--- config.mk ---
export PLATFORM = sky130hd
export DESIGN_NAME = wb_arbiter
export DESIGN_NICKNAME = d
export VERILOG_FILES = /design/src/rtl/wb_pkg.sv /design/src/rtl/wb_queue.sv /design/src/rtl/wb_arbiter.sv
export SDC_FILE = /design/constraint.sdc
export NUM_CORES = 1
export LEC_CHECK = 0
export ABC_AREA = 0
export CAP_MARGIN = 0
export CELL_PAD_IN_SITES_DETAIL_PLACEMENT = 1
export CELL_PAD_IN_SITES_GLOBAL_PLACEMENT = 1
export CORE_UTILIZATION = 35
export CTS_CLUSTER_DIAMETER = 30
export DETAILED_ROUTE_END_ITERATION = 8
export GPL_TIMING_DRIVEN = 0
export PLACE_DENSITY = 0.78
export SKIP_CTS_REPAIR_TIMING = 1
export SLEW_MARGIN = 25
export SYNTH_ARGS = -nofsm -noshare
export SYNTH_HDL_FRONTEND = slang
export SYNTH_SLANG_ARGS = --single-unit
export TNS_END_PERCENT = 1
--- constraint.sdc ---
create_clock -name clk -period 3.2 [get_ports clk]
set_input_delay 0.96 -clock clk [delete_from_list [all_inputs] [get_ports clk]]
set_output_delay 0.96 -clock clk [all_outputs]
set_load 0.05 [all_outputs]
--- src/rtl/wb_pkg.sv ---
// rtl/wb_pkg.sv - shared widths, select encodings and queue entry type for the writeback arbiter
package wb_pkg;

  localparam int DEF_DATA_W = 32;
  localparam int DEF_ADDR_W = 3;

  localparam logic WSEL_ALU   = 1'b0;
  localparam logic WSEL_OTHER = 1'b1;

  typedef struct packed {
    logic                  valid;
    logic [DEF_ADDR_W-1:0] addr;
    logic [DEF_DATA_W-1:0] data;
  } wb_entry_t;

endpackage

--- src/rtl/wb_queue.sv ---
// rtl/wb_queue.sv - other-path FIFO with address-match kill and per-entry hazard outputs
module wb_queue import wb_pkg::*; #(
  parameter int DATA_W = DEF_DATA_W,
  parameter int ADDR_W = DEF_ADDR_W,
  parameter int QDEPTH = 2
) (
  input  logic                       clk,
  input  logic                       rst_n,
  input  logic                       push,
  input  logic [ADDR_W-1:0]          push_addr,
  input  logic [DATA_W-1:0]          push_data,
  input  logic                       pop,
  input  logic                       kill_en,
  input  logic [ADDR_W-1:0]          kill_addr,
  output logic                       head_avail,
  output logic [ADDR_W-1:0]          head_addr,
  output logic [DATA_W-1:0]          head_data,
  output logic [$clog2(QDEPTH):0]    count,
  output logic [QDEPTH-1:0]          ent_valid,
  output logic [QDEPTH*ADDR_W-1:0]   ent_addr
);

  localparam int PW = $clog2(QDEPTH);
  localparam int CW = PW + 1;

  logic [QDEPTH-1:0] vld;
  logic [ADDR_W-1:0] adr [QDEPTH];
  logic [DATA_W-1:0] dat [QDEPTH];
  logic [PW-1:0]     rd_ptr;
  logic [PW-1:0]     wr_ptr;
  logic [PW-1:0]     head_idx;
  logic [CW-1:0]     lead;
  logic [CW-1:0]     drop;

  // Killed entries ahead of the first live one are discarded in the same cycle it issues.
  always_comb begin
    head_avail = 1'b0;
    head_idx   = rd_ptr;
    lead       = count;
    for (int i = 0; i < QDEPTH; i++) begin
      if (!head_avail && (CW'(i) < count) && vld[rd_ptr + PW'(i)]) begin
        head_avail = 1'b1;
        head_idx   = rd_ptr + PW'(i);
        lead       = CW'(i);
      end
    end
    drop = lead + CW'(pop && head_avail);
  end

  assign head_addr = adr[head_idx];
  assign head_data = dat[head_idx];
  assign ent_valid = vld;

  for (genvar g = 0; g < QDEPTH; g++) begin : g_ent
    assign ent_addr[g*ADDR_W +: ADDR_W] = adr[g];
  end

  always_ff @(posedge clk or negedge rst_n) begin
    if (!rst_n) begin
      vld    <= '0;
      rd_ptr <= '0;
      wr_ptr <= '0;
      count  <= '0;
    end else begin
      for (int i = 0; i < QDEPTH; i++) begin
        if (kill_en && (adr[i] == kill_addr)) vld[i] <= 1'b0;
        if (CW'(i) < drop) vld[rd_ptr + PW'(i)] <= 1'b0;
      end
      // The pushed slot is written last so a same-cycle kill never hits the younger entry.
      if (push) begin
        vld[wr_ptr] <= 1'b1;
        wr_ptr      <= wr_ptr + PW'(1);
      end
      rd_ptr <= rd_ptr + drop[PW-1:0];
      count  <= count + CW'(push) - drop;
    end
  end

  always_ff @(posedge clk) begin
    if (push) begin
      adr[wr_ptr] <= push_addr;
      dat[wr_ptr] <= push_data;
    end
  end

endmodule

--- src/rtl/wb_arbiter.sv ---
// rtl/wb_arbiter.sv - merges ALU and queued other-path results onto the register-file write port
module wb_arbiter import wb_pkg::*; #(
  parameter int DATA_W       = DEF_DATA_W,
  parameter int ADDR_W       = DEF_ADDR_W,
  parameter int QDEPTH       = 2,
  parameter int STARVE_LIMIT = 4
) (
  input  logic              clk,
  input  logic              rst_n,
  input  logic              alu_valid,
  input  logic [ADDR_W-1:0] alu_addr,
  input  logic [DATA_W-1:0] alu_data,
  input  logic              oth_valid,
  output logic              oth_ready,
  input  logic [ADDR_W-1:0] oth_addr,
  input  logic [DATA_W-1:0] oth_data,
  output logic              w_enable,
  output logic [ADDR_W-1:0] w_addr,
  output logic              w_select,
  output logic [DATA_W-1:0] w_alu,
  output logic [DATA_W-1:0] w_other,
  input  logic [ADDR_W-1:0] r_addr_0,
  input  logic [ADDR_W-1:0] r_addr_1,
  output logic              pend_0,
  output logic              pend_1,
  output logic              alu_hold,
  output logic              wb_err
);

  localparam int CW = $clog2(QDEPTH) + 1;
  localparam int SW = $clog2(STARVE_LIMIT + 1);

  logic                     push;
  logic                     pop;
  logic                     head_avail;
  logic [ADDR_W-1:0]        head_addr;
  logic [DATA_W-1:0]        head_data;
  logic [CW-1:0]            q_count;
  logic [QDEPTH-1:0]        ent_valid;
  logic [QDEPTH*ADDR_W-1:0] ent_addr;
  logic [SW-1:0]            starve_cnt;

  assign oth_ready = (q_count < CW'(QDEPTH));
  assign push      = oth_valid && oth_ready;
  assign pop       = !alu_valid && head_avail;

  wb_queue #(
    .DATA_W (DATA_W),
    .ADDR_W (ADDR_W),
    .QDEPTH (QDEPTH)
  ) u_queue (
    .clk        (clk),
    .rst_n      (rst_n),
    .push       (push),
    .push_addr  (oth_addr),
    .push_data  (oth_data),
    .pop        (pop),
    .kill_en    (alu_valid),
    .kill_addr  (alu_addr),
    .head_avail (head_avail),
    .head_addr  (head_addr),
    .head_data  (head_data),
    .count      (q_count),
    .ent_valid  (ent_valid),
    .ent_addr   (ent_addr)
  );

  always_comb begin
    pend_0 = w_enable && (w_addr == r_addr_0);
    pend_1 = w_enable && (w_addr == r_addr_1);
    for (int i = 0; i < QDEPTH; i++) begin
      if (ent_valid[i] && (ent_addr[i*ADDR_W +: ADDR_W] == r_addr_0)) pend_0 = 1'b1;
      if (ent_valid[i] && (ent_addr[i*ADDR_W +: ADDR_W] == r_addr_1)) pend_1 = 1'b1;
    end
  end

  always_ff @(posedge clk or negedge rst_n) begin
    if (!rst_n) begin
      w_enable   <= 1'b0;
      w_addr     <= '0;
      w_select   <= WSEL_ALU;
      w_alu      <= '0;
      w_other    <= '0;
      alu_hold   <= 1'b0;
      wb_err     <= 1'b0;
      starve_cnt <= '0;
    end else begin
      if (alu_valid) begin
        w_enable <= 1'b1;
        w_addr   <= alu_addr;
        w_select <= WSEL_ALU;
        w_alu    <= alu_data;
      end else if (head_avail) begin
        w_enable <= 1'b1;
        w_addr   <= head_addr;
        w_select <= WSEL_OTHER;
        w_other  <= head_data;
      end else begin
        w_enable <= 1'b0;
      end

      if (alu_valid && alu_hold) wb_err <= 1'b1;

      // Any cycle the head is not pre-empted it either issues or the queue is empty.
      if (alu_valid && head_avail) begin
        if (starve_cnt == SW'(STARVE_LIMIT - 1)) begin
          alu_hold   <= 1'b1;
          starve_cnt <= '0;
        end else begin
          alu_hold   <= 1'b0;
          starve_cnt <= starve_cnt + SW'(1);
        end
      end else begin
        alu_hold   <= 1'b0;
        starve_cnt <= '0;
      end
    end
  end

endmodule
### Word-level counts from Yosys, hierarchy flattened

Memory sizes are Yosys's and may differ from the RTL's. A register that Yosys moved wholly into a read port is not among the register bits.
Cells that the tools add are included.

| cells by class | value |
|---|---|
| eq/ne operators | 9 |
| magnitude comparators | 11 |
| reduce and logical (&&, ||, !) cells | 24 |
| add/subtract/negate cells | 7 |
| muxes and demuxes | 36 |
| bitwise logic cells | 6 |

Operators by type and width:

| cell | number |
|---|---|
| 3-bit equality test | 8 |
| 1-bit 2-to-1 mux | 24 |
| 1-bit logical AND | 19 |
| 3-bit 2-to-1 mux | 4 |
| 2-bit 2-to-1 mux | 5 |
| 1-bit by 2-bit less-than comparator with 1-bit output, first input constant | 4 |
| 1-bit by 2-bit less-than comparator with 1-bit output, second input constant | 3 |
| 2-bit by 1-bit adder with 2-bit output | 2 |
| 2-bit bitwise AND | 2 |
| 2-bit inverter | 2 |
| 3-bit by 1-bit adder with 3-bit output, second input constant | 1 |
| 1-bit demux with 1-bit select | 3 |
| 3-bit by 2-bit equality test with 1-bit output, second input constant | 1 |
| 1-bit >= comparator, second input constant | 3 |
| 1-bit logical NOT | 3 |
| 1-bit adder, second input constant | 2 |
| 2-bit less-than comparator, second input constant | 1 |
| 2-bit bitwise OR | 1 |
| 2-bit AND reduction | 1 |
| 2-bit nonzero test | 1 |
| 2-bit subtractor | 1 |
| 1-bit adder | 1 |
| 1-bit inverter | 1 |

| word-level totals | value |
|---|---|
| memories kept | 2 |
| logic and storage cells | 106 |
| output and inout bits | 74 |
| memory bits (writable) | 70 |
| bits of input ports | 80 |
| flip-flop bits (word level) | 48 |

Memory list:

| memory | words | width | read ports | clocked after memory_dff | wr ports | RTL line | RTL |
|---|---|---|---|---|---|---|---|
| u_queue.dat | 2 | 32 | 1 | 1 | 1 | wb_queue.sv:28 | `logic [DATA_W-1:0] dat [QDEPTH];` |
| u_queue.adr | 2 | 3 | 3 | 0 | 1 | wb_queue.sv:27 | `logic [ADDR_W-1:0] adr [QDEPTH];` |

### Longest topological paths before layout

Gate-level depths: netlist of the first run.

| depth | value |
|---|---|
| depth after elaboration | 18 |
| depth in mapped cells | 12 |
| depth with buffers taken out | 10 |

### Modules after synthesis

From an unflattened synthesis of the first run, not the netlist that was laid out.

| unflattened totals | value |
|---|---|
| cell total of the unflattened synthesis | 350 |
| area, all modules | 6256.0 um^2 |

Modules (own cells, without submodules):

| module | area an instance (um^2) | times used | cells an instance |
|---|---|---|---|
| wb_arbiter | 3150.5 | 1 | 197 |
| wb_queue | 3105.5 | 1 | 153 |

### Worst setup path after synthesis of the first run

OpenSTA, ideal clock, no wires.

| timing path | value |
|---|---|
| kind | input port to flip-flop |
| start | input oth_valid |
| end | memory u_queue.adr[0][0] (netlist name), enable pin |
| stages | 2 |
| required time | 2.767 ns |
| path slack | -0.085 ns |
| arrival time | 2.852 ns |
| library setup time | 0.433 ns |
| path buffers | 0 |
| path through | nor2b_1 > nor2b_1 |

| on the way | value |
|---|---|
| cells in the longest elaborated chain, start to end | 3 |

RTL lines:

| element | RTL line | RTL |
|---|---|---|
| start, declared | wb_arbiter.sv:13 | `input logic oth_valid,` |
| 1-bit logical AND | wb_arbiter.sv:44 | `assign push = oth_valid && oth_ready;` |
| 1-bit 2-to-1 mux | wb_queue.sv:80 | `if (push) begin` |
| 1-bit 2-to-1 mux (not written as such) | wb_queue.sv:81 | `adr[wr_ptr] <= push_addr;` |
| end, declared | wb_queue.sv:27 |  |

Every way passes these cells.

### Worst setup path in the final report of the first run

| timing path | value |
|---|---|
| start | input r_addr_0[0] |
| end | output pend_0 |

| on the way | value |
|---|---|
| cells in the longest elaborated chain, start to end | 4 |
| elaborated cells on any way between the ends | 8 |
| classes of those cells | eq/ne: 3; mux: 2; reduce/logical: 3 |

RTL lines:

| element | RTL line | RTL |
|---|---|---|
| start, declared | wb_arbiter.sv:22 | `input logic [ADDR_W-1:0] r_addr_0,` |
| 3-bit equality test, on equally long branches | wb_arbiter.sv:69, wb_arbiter.sv:72 |  |
| 1-bit logical AND, on equally long branches | wb_arbiter.sv:69, wb_arbiter.sv:72 |  |
| 1-bit 2-to-1 mux | wb_arbiter.sv:72 | `if (ent_valid[i] && (ent_addr[i*ADDR_W +: ADDR_W] == r_addr_0)) pend_0 = 1'b1;` |
| 1-bit 2-to-1 mux * | wb_arbiter.sv:72 |  |
| end, declared | wb_arbiter.sv:24 | `output logic pend_0,` |

Every way passes the cells marked *; elsewhere a longest branch is shown, timed or not.

==> results.md, run 1 <==
* Status: finished, final reports clean
* Combinational share of power at 44.6%
* Antenna-violating nets left at 0
* Post-DP HPWL at 10,000 µm
* Period utilization at 98.3%
* Count of cell types in the netlist at 38
* Post-DP Area at 8030 µm²
* Slack of the worst reg-to-reg path at 0.33 ns
* Largest area contributor in the netlist: edfxtp_1
* Max-slew violations at 0
* Row cnt at 47
* CTS sink cnt at 150
* Fraction of registers with async set/reset at 53.3%
* Top cell type's share of synthesized area at 34.4%
* Max clock buf depth at 2
* Leakage power at 0.00338 µW
* Vias in the first global route at 4,124
* Post-synth EDFFs at 70
* Pre-Repair DR Iteration Count at 4
* Sw Share at 37.2%
* Worst EP arrival at 2.19 ns
* GPL Wtd Cong at 0.736
* CP Capture Type: output pin
* Sw power at 3220 µW
* Seq cells post-synth at 150
* CTS tree: done
* Crit-path cells: clkdlybuf4s50_1 -> xnor2_1 -> nand4_1 -> nand3_1 -> clkbuf_4
* Pin count of the biggest net entering global routing at 73
* Min Tclk post-route at 3.15 ns
* Total GRT Usage at 16.8%
* Chip width at 134 µm
* Sum Neg Setup Slack at 0 ns
* Top_reg_cell synth: dfrtp_1
* Final Hold Viols at 0
* Max-cap viol count at 0
* Core Area at 16,800 µm²
* Commonest non-fill, non-tap cell in the layout: clkdlybuf4s50_1
* Area growth from synthesis to layout at 41.0%
* Share of layout cells above drive strength 1 at 27.7%
* First-pass GRT wire length at 22,800 µm
* Sequential area share after synthesis at 67.1%
* Fmax at 0.318 GHz
* Path type of the worst min-delay path: input pin to async pin
* Initial Util at 36.4%
* CP startpoint: r_addr_0[0]
* CP required at 2.24 ns
* Total I/O pin count at 154
* Clock Skew at 0.00739 ns
* Total grt overflow at 0
* Via/cell ratio at 4.72
* Antenna violations before repair at 2
* Post-route cell area at 8620 µm²
* Htree depth at 4
* Top cells by area, synth: edfxtp_1 (34%), dfrtp_1 (33%), mux2_2 (12%), mux2_4 (6.9%), xnor2_1 (3.9%)
* Clk Tree Root Cell: clkbuf_16
* CTS Buf Count at 17
* Yosys warning total at 0
* Internal power at 5430 µW
* Syn Inst Count at 356
* Post-Route WL at 14,000 µm
* Cell Pwr Density at 1000 nW/µm²
* Wirelength per Cell at 18.3 µm
* Final setup viols at 0
* CP startpoint kind: input pin
* Synth Net Count at 440
* Detailed-route via count at 3,619
* Crit path largest cell delay at 0.60 ns
* Die height at 134 µm
* CP Class: input pin to output pin
* Net count, final at 616
* Slew HR at 61.2%
* Die area at 18,000 µm²
* Clk pin slew, worst setup/hold paths at 0.06 ns
* Worst Path Max Fanout at 3
* Post-route DRC at 0
* Worst vdd ir at 0.655 mV
* Buffers on Ports at 153
* Power, Total at 8660 µW
* Unrepaired setup endpoints after global routing: no
* Clock latency at the later pin of the worst-skew pair at 0.41 ns
* Worst Tran Pin Value at 0.580 ns
* CP max-delay cell: clkdlybuf4s50_1
* Seq pwr share at 33.1%
* Critical R2R Launch: u_queue.count[1]$_DFF_PN0_
* Mean Syn Cell Area at 17.2 µm²
* Mapped Area at 6110 µm²
* Commonest cells after routing, fill and taps aside: clkdlybuf4s50_1 (147), dfrtp_1 (80), edfxtp_1 (70), mux2_2 (66), mux2_4 (28)
* Initial drt markers at 67
* Clock power share at 22.3%
[layer usage]
metal  share of wire [%]  vias up  GRT usage, %
li1                    -     1673             -
met1                  40     1792          19.8
met2                  50      134          28.3
met3                 7.9       18          5.97
met4                 1.6        2          5.99
met5               0.093        -             0
[stage by stage]
stage / worst slack [ns] / hold WS [ns] / utilization (%) / cells
after global placement: -1.89 / 0.445 / 47.1 / 729
final: 0.0547 / 0.345 / 51.3 / 766
after global routing: 0.00358 / 0.330 / 51.2 / 765
after detailed placement: -0.569 / 0.448 / 47.8 / 733
after floorplan: 0.498 / 0.473 / - / 356
after CTS: -0.574 / 0.330 / 51.2 / 765
[cell usage after synthesis, types with 2 or more instances]
library cell  instances
a41o_1                2
xor2_1                2
a211o_1               3
and4b_1               2
mux2_4               28
ha_1                  4
nor2b_1               2
a21oi_1               2
mux2_2               66
buf_2                 4
o21ai_0               2
buf_6                 4
mux2_1                2
clkbuf_1              2
nand2b_1              6
nand3_1               2
nand4_1               8
dfrtp_1              80
nand2_1               8
or2_2                 2
buf_4                 3
edfxtp_1             70
a21oi_2               2
o221ai_1              3
nor2_1                4
inv_1                 5
xnor2_1              27
[cells by family (layout without fill, tap and decap cells)]
group           Yosys count  after routing  synth area share [%]
compound gates           19             19                  2.66
buf+inv                  18            207                  1.86
other cells               0              1                     0
xor+xnor                 29             29                  4.15
simple gates             40             40                  3.99
fa+ha+maj                 4              4                 0.819
mux                      96             96                  19.4
flops                   150            150                  67.1
[power groups by stage]
stage               clock, µW  combinational, µW  sequential, µW
detailed placement          0               3900            2900
global route             2050               4110            2930
global placement            0               3740            2880
floorplan                   0               1710            3820
finish                   1930               3860            2860
CTS                      1990               3930            2880
[flip-flops by register name, indices dropped and copies added, names as in the netlist]
register	cells
u_queue.wr_ptr	1
w_alu	32
u_queue.adr	6
w_addr	3
starve_cnt	3
u_queue.ent_valid	2
wb_err	1
u_queue.rd_ptr	1
alu_hold	1
w_select	1
w_other	32
u_queue.dat	64
u_queue.count	2
w_enable	1
[critical path: cells and delay by family]
| family | cells | cell delay [ns] |
|---|---|---|
| buffers and inverters | 2 | 0.84 |
| XOR/XNOR | 1 | 0.15 |
| AND/OR/NAND/NOR | 2 | 0.24 |
[final cells by class]
type	instances	area [µm²]
buffer	13	95.1
antenna	1	2.50
timing repair buffer	157	1640
clock buffer	20	447
clock inverter	12	128
sequential	150	4100
fill	1598	8200
multi-input combinational	188	1910
tap	220	275
inverter	5	18.8
[path summary, 6_finish.rpt]
path | end | cells after the start
max | pend_0 | 5
min in group clk | wb_err$_DFFE_PN0P_ | 1
max in group asynchronous | w_alu[26]$_DFFE_PN0P_ | 2
min reg2reg | wb_err$_DFFE_PN0P_ | 1
max reg2reg | u_queue.count[1]$_DFF_PN0_ | 11
min | w_other[12]$_DFFE_PN0P_ | 1
No activity file was read; power rests on OpenSTA's default activity.
==> run 2: changes to the inputs <==
Settings changed: CORE_UTILIZATION 35 to 41, HOLD_SLACK_MARGIN set to 0.08, PLACE_DENSITY 0.78 to 0.89.
==> run 2 against run 1 <==
Utilization increased by 7.8 points. Clock power increased by 2%. Flip-flop and latch count unchanged. Clock-buffer cell count decreased by 3. Power increased by 1.0%. Setup slack improved by 0.044 ns. First-iteration DRC count increased by 13%. Cell area decreased by 0.49%. Global-route usage increased by 2.7 points. Critical path depth unchanged. Critical endpoint unchanged. Register-to-register slack improved by 0.06 ns. Via count increased by 1.4%.
==> results.md, run 2 (synthesis gave the netlist of run 1 again) <==
* CP max-delay cell: clkdlybuf4s50_1 (unchanged)
* Max clock buf depth at 2 (unchanged)
* Pin count of the biggest net entering global routing at 47 (was 73)
* Reg area at 4100 µm² (unchanged)
* CP Capture Type: output pin (unchanged)
* Pre-CTS setup slack at -0.500 ns (was -0.569 ns)
* Buffers on Ports at 153 (unchanged)
* Vias in the first global route at 4,107 (was 4,124)
* Total GRT Usage at 19.5% (was 16.8%)
* Clk pin slew, worst setup/hold paths at 0.07 ns (was 0.06 ns)
* Clk Tree Root Cell: clkbuf_16 (unchanged)
* Worst EP arrival at 2.14 ns (was 2.19 ns)
* Antenna-violating nets left at 0 (unchanged)
* Post-route DRC at 0 (unchanged)
* Fill cell count at 1,335 (was 1,598)
* Worst Path Max Fanout at 3 (unchanged)
* Share of layout cells above drive strength 1 at 28.6% (was 27.7%)
* CTS Buf Count at 17 (unchanged)
* Final WS setup at 0.0985 ns (was 0.0547 ns)
* Final setup viols at 0 (unchanged)
* Antenna violations before repair at 0 (was 2)
* Power, Total at 8750 µW (was 8660 µW)
* Worst vdd ir at 0.624 mV (was 0.655 mV)
* Max-slew violations at 0 (unchanged)
* Area growth from synthesis to layout at 40.3% (was 41.0%)
* Top reg by flops: u_queue.dat (unchanged)
* Max FFs per register at 64 (unchanged)
* Fmax at 0.322 GHz (was 0.318 GHz)
* Net count, final at 619 (was 616)
* Die height at 124 µm (was 134 µm)
* Initial Util at 42.1% (was 36.4%)
* Clock latency at the later pin of the worst-skew pair at 0.42 ns (was 0.41 ns)
* Path type of the worst min-delay path: flop to flop (was input pin to async pin)
* First-pass GRT wire length at 21,800 µm (was 22,800 µm)
* Initial drt markers at 76 (was 67)
* Max layer used: met4 (was met5)
* Cell Pwr Density at 1020 nW/µm² (was 1000 nW/µm²)
* CP startpoint kind: input pin (unchanged)
* Slack of the worst reg-to-reg path at 0.39 ns (was 0.33 ns)
* Crit-path cells: clkdlybuf4s50_1 -> xnor2_1 -> nand4_1 -> nand3_1 -> buf_2 (was clkdlybuf4s50_1 -> xnor2_1 -> nand4_1 -> nand3_1 -> clkbuf_4)
* Total grt overflow at 0 (unchanged)
* Commonest cells after routing, fill and taps aside: clkdlybuf4s50_1 (149), dfrtp_1 (80), edfxtp_1 (70), mux2_2 (66), mux2_4 (28) (was clkdlybuf4s50_1 (147), dfrtp_1 (80), edfxtp_1 (70), mux2_2 (66), mux2_4 (28))
* Chip width at 124 µm (was 134 µm)
* Met3 routed WL at 1110 µm (about the same)
* Buffers & Inverters on Critical Path at 2 (unchanged)
* Multi-input logic area at 1910 µm² (about the same)
* Post-Route WL at 14,200 µm (was 14,000 µm)
* Via/cell ratio at 5.02 (was 4.72)
* Core Area at 14,500 µm² (was 16,800 µm²)
* Wl on met1 at 5460 µm (was 5650 µm)
* Unrepaired setup endpoints after global routing: no (unchanged)
* Max-cap viol count at 0 (unchanged)
* Die area at 15,400 µm² (was 18,000 µm²)
* CTS tree: done (unchanged)
* Wirelength per Cell at 19.5 µm (was 18.3 µm)
* Crit path largest cell delay at 0.56 ns (was 0.60 ns)
* GPL Wtd Cong at 0.775 (was 0.736)
* Period utilization at 96.9% (was 98.3%)
* CP Class: input pin to output pin (unchanged)
* Final Hold Viols at 0 (unchanged)
* Commonest non-fill, non-tap cell in the layout: clkdlybuf4s50_1 (unchanged)
* Pre-Repair DR Iteration Count at 4 (unchanged)
* Routed wl met2 at 7490 µm (was 7040 µm)
* Row cnt at 44 (was 47)
* Status: finished, final reports clean (unchanged)
* CTS sink cnt at 150 (unchanged)
* Detailed-route via count at 3,671 (was 3,619)
* Htree depth at 4 (unchanged)
* CP required at 2.24 ns (about the same)
* Leakage power at 0.00338 µW (about the same)
* Antenna Cells at 0 (was 1)
* Top flop regs: u_queue.dat x64, w_alu x32, w_other x32 (unchanged)
* CP top delay family: buffers and inverters (unchanged)
* Clock Skew at 0.00780 ns (was 0.00739 ns)
* Min Tclk post-route at 3.10 ns (was 3.15 ns)
* Slew HR at 59.7% (was 61.2%)
* Post-DP HPWL at 10,100 µm (was 10,000 µm)
* Total I/O pin count at 154 (unchanged)
* Worst Tran Pin Value at 0.603 ns (was 0.580 ns)
[run 2: cell count changes in the layout (fill, tap and decap cells not counted), sizes merged]
cell,delta
inv,+6
buf,+5
clkbuf,-5
clkdlybuf4s50,+2
clkinv,-2
dlymetal6s2s,-2
bufinv,-1
diode,-1
[run 2: worst reg2reg max path, cell delays in order (launching register included)]
cell and delay [ns]:
dfrtp_1 0.47, or2_1 0.32, a21oi_2 0.25, nor3_4 0.10, buf_4 0.21, ha_1 0.37, ha_1 0.30, inv_1 0.04
ha_1 0.18, xnor2_1 0.18, xnor2_1 0.16, xnor2_1 0.15
[run 2: worst paths after layout]
check                                         start                    endpoint  cells past startpoint
max                                     r_addr_0[1]                      pend_0                      5
min                              wb_err$_DFFE_PN0P_          wb_err$_DFFE_PN0P_                      1
max reg2reg                u_queue.rd_ptr$_DFF_PN0_  u_queue.count[1]$_DFF_PN0_                     11
min reg2reg                      wb_err$_DFFE_PN0P_          wb_err$_DFFE_PN0P_                      1
max in group asynchronous                     rst_n      w_other[0]$_DFFE_PN0P_                      2
min in group asynchronous                     rst_n       w_alu[22]$_DFFE_PN0P_                      1
[run 2: cell type report]
cell class | count | share of cell area, %
plain buffers | 13 | 1.11
clock buffers | 17 | 4.96
clock inverters | 15 | 1.90
inverters | 5 | 0.219
multi-input cells | 188 | 22.2
flip-flops and latches | 150 | 47.8
well taps | 184 | 2.68
repair buffers | 160 | 19.1
[run 2: metrics by stage]
step	area (µm²)	utilization (%)	TNS (ns)	hold slack [ns]	cells
6_report	8580	59.0	0	0.489	732
5_1_grt	8580	59.0	0	0.512	732
4_1_cts	8550	58.8	-0.949	0.504	728
3_5_place_dp	7970	54.8	-1.43	0.480	696
3_3_place_gp	7880	54.2	-177.54	0.453	693
2_1_floorplan	6120	-	0	0.473	356
[run 2: power by group]
| group | internal (µW) | switching [µW] | total (µW) | leakage [µW] |
|---|---|---|---|---|
| sequential | 2570 | 304 | 2880 | 0.00160 |
| combinational | 1700 | 2200 | 3900 | 0.00150 |
| clock | 1100 | 866 | 1970 | 0.000282 |
[run 2: per-layer routing]
layer  global-route usage, %  up-vias
li1                        -     1672
met1                    21.2     1851
met2                    34.4      128
met3                    7.65       20
met4                    6.40        0
met5                       0        -
==> run 3: changes to the inputs <==
Settings changed: CORE_UTILIZATION 41 to 37, PLACE_DENSITY 0.89 to 0.85, SKIP_LAST_GASP set to 1.
Clock period 3.2 ns to 2.8 ns, I/O delays scaled along.
==> run 3 against run 2 <==
The run now ends with negative setup slack left. Power up 13%. Via count down 0.63%. Clock-buffer cell count unchanged. Hold slack worse by 0.16 ns. Clock skew up 0.0023 ns. Sequential share of layout area down 0.083 points. Die area up 11%. First-iteration DRC count up 53%. Register-to-register slack worse by 0.21 ns. Critical path type unchanged. Utilization down 5.3 points. Routed wire length down 0.39%.
==> results.md, run 3 (synthesis gave the netlist of run 1 again) <==
* Worst vdd ir at 0.806 mV (was 0.624 mV)
* Initial Util at 38.2% (was 42.1%)
* Detailed-route via count at 3,648 (was 3,671)
* Clk pin slew, worst setup/hold paths at 0.06 ns (was 0.07 ns)
* CP required at 1.96 ns (was 2.24 ns)
* Row cnt at 46 (was 44)
* Vias in the first global route at 4,011 (was 4,107)
* Max-slew violations at 0 (unchanged)
* Worst Path Max Fanout at 3 (unchanged)
* First-pass GRT wire length at 21,900 µm (was 21,800 µm)
* Commonest cells after routing, fill and taps aside: clkdlybuf4s50_1 (150), dfrtp_1 (79), edfxtp_1 (70), mux2_2 (66), mux2_4 (28) (was clkdlybuf4s50_1 (149), dfrtp_1 (80), edfxtp_1 (70), mux2_2 (66), mux2_4 (28))
* Max-cap viol count at 0 (unchanged)
* Top flop regs: u_queue.dat x64, w_alu x32, w_other x32 (unchanged)
* Slew HR at 61.4% (was 59.7%)
* Fmax at 0.347 GHz
* Pre-Repair DR Iteration Count at 4 (unchanged)
* Antenna Cells at 0 (unchanged)
* Clk Tree Root Cell: clkbuf_16 (unchanged)
* Status: complete, but fails checks (was finished, final reports clean)
* CP startpoint kind: input pin (unchanged)
* Htree depth at 4 (unchanged)
* Core Area at 16,000 µm² (was 14,500 µm²)
* Area growth from synthesis to layout at 40.6% (was 40.3%)
* CP Capture Type: output pin (unchanged)
* Cell Pwr Density at 1150 nW/µm² (was 1020 nW/µm²)
* Routed wl met2 at 7180 µm (was 7490 µm)
* Die height at 131 µm (was 124 µm)
* CTS Buf Count at 17 (unchanged)
* Die area at 17,000 µm² (was 15,400 µm²)
* GPL Wtd Cong at 0.752 (was 0.775)
* Sw Share at 38.0% (was 38.5%)
* Antenna-violating nets left at 0 (unchanged)
* Final WS setup at -0.0845 ns (was 0.0985 ns)
* Post-route DRC at 0 (unchanged)
* Final Hold Viols at 0 (unchanged)
* Unrepaired setup endpoints after global routing: yes (was no)
* Period utilization at 103%
* Chip width at 131 µm (was 124 µm)
* CTS tree: done (unchanged)
* Wl on met1 at 5580 µm (was 5460 µm)
* Pre-CTS setup slack at -0.676 ns (was -0.500 ns)
* CP Class: input pin to output pin (unchanged)
* Buffers on Ports at 153 (unchanged)
* Internal power at 6120 µW (was 5380 µW)
* Min Tclk post-route at 2.88 ns
* Worst Tran Pin Value at 0.578 ns (was 0.603 ns)
* Max clock buf depth at 2 (unchanged)
* Clock latency at the later pin of the worst-skew pair at 0.42 ns (about the same)
* Leakage power at 0.00334 µW (was 0.00338 µW)
* Post-Route WL at 14,200 µm (about the same)
* Net count, final at 616 (was 619)
* CTS sink cnt at 150 (unchanged)
* Total I/O pin count at 154 (unchanged)
* Seq pwr share at 33.2% (was 32.9%)
* Top reg by flops: u_queue.dat (unchanged)
* Total GRT Usage at 17.6% (was 19.5%)
* Pin count of the biggest net entering global routing at 45 (was 47)
* Post-DP HPWL at 10,300 µm (was 10,100 µm)
* Share of layout cells above drive strength 1 at 28.4% (was 28.6%)
* Worst EP arrival at 2.04 ns (was 2.14 ns)
* Path type of the worst min-delay path: input pin to async pin (was flop to flop)
* Clock power share at 21.7% (was 22.5%)
* Final core utilization at 53.7% (was 59.0%)
* Met3 routed WL at 1280 µm (was 1110 µm)
* Initial drt markers at 116 (was 76)
* Clock Skew at 0.0101 ns (was 0.00780 ns)
* Final setup viols at 2 (was 0)
* Commonest non-fill, non-tap cell in the layout: clkdlybuf4s50_1 (unchanged)
* Total grt overflow at 0 (unchanged)
* Violated checks: negative setup slack
* Max layer used: met4 (unchanged)
* Max FFs per register at 64 (unchanged)
* Wirelength per Cell at 18.6 µm (was 19.5 µm)
* Antenna violations before repair at 0 (unchanged)
* Sw power at 3750 µW (was 3370 µW)
* Combinational share of power at 45.1% (was 44.6%)
* Via/cell ratio at 4.79 (was 5.02)
-- run 3: changes by cell type in the layout (fill, tap and decap cells not counted), moves of 3 or more --
cell,change
buf_4,-7
buf_12,+3
clkinv_2,+3
clkinvlp_4,+3
inv_6,-3
-- run 3: worst paths after layout --
check                                                 from                    endpoint  slack [ns]  cells past startpoint
worst max-delay path                           r_addr_0[0]                      pend_0       -0.08                      5
max in group asynchronous                            rst_n    u_queue.rd_ptr$_DFF_PN0_        1.90                      2
worst min-delay path                                 rst_n       w_alu[24]$_DFFE_PN0P_        0.33                      1
min in group clk                        wb_err$_DFFE_PN0P_          wb_err$_DFFE_PN0P_        0.46                      1
worst max register to register  u_queue.count[1]$_DFF_PN0_  u_queue.count[1]$_DFF_PN0_        0.18                     11
worst min register to register          wb_err$_DFFE_PN0P_          wb_err$_DFFE_PN0P_        0.46                      1
-- run 3: power by group through the flow --
stage	sequential (µW)	combinational (µW)	clock (µW)
floorplan	4370	1950	0
global placement	3290	4260	0
detailed placement	3320	4460	0
CTS	3280	4490	2200
global route	3350	4730	2270
finish	3280	4450	2140
-- run 3: critical path: stages --
cell and delay (ns):
clkdlybuf4s50_1 0.58, xnor2_1 0.15, nand4_1 0.13, nand3_1 0.11, clkbuf_4 0.23
-- run 3: layout make-up --
type                    count  area (µm²)
well taps                 216         270
multi-input cells         188        1920
clock inverters            15         130
plain buffers              12        87.6
fillers                  1550        7400
inverters                   5        18.8
clock buffers              17         425
repair buffers            158        1640
flip-flops and latches    150        4110
-- run 3: metal layers --
metal | track usage (%) | vias to the layer above
met5 | 0 | -
met3 | 7.53 | 11
met2 | 30.2 | 135
li1 | - | 1673
met1 | 19.8 | 1829
met4 | 5.34 | 0
-- run 3: per-stage QoR --
| stage | instance area, µm² | setup TNS [ns] | hold WS (ns) | cells | total power (µW) |
|---|---|---|---|---|---|
| floorplan | 6120 | 0 | 0.473 | 356 | 6320 |
| global placement | 7920 | -233.65 | 0.444 | 725 | 7550 |
| detailed placement | 8020 | -2.30 | 0.453 | 729 | 7780 |
| CTS | 8580 | -1.57 | 0.338 | 761 | 9970 |
| global route | 8600 | -0.288 | 0.347 | 761 | 10300 |
| finish | 8600 | -0.133 | 0.329 | 761 | 9870 |
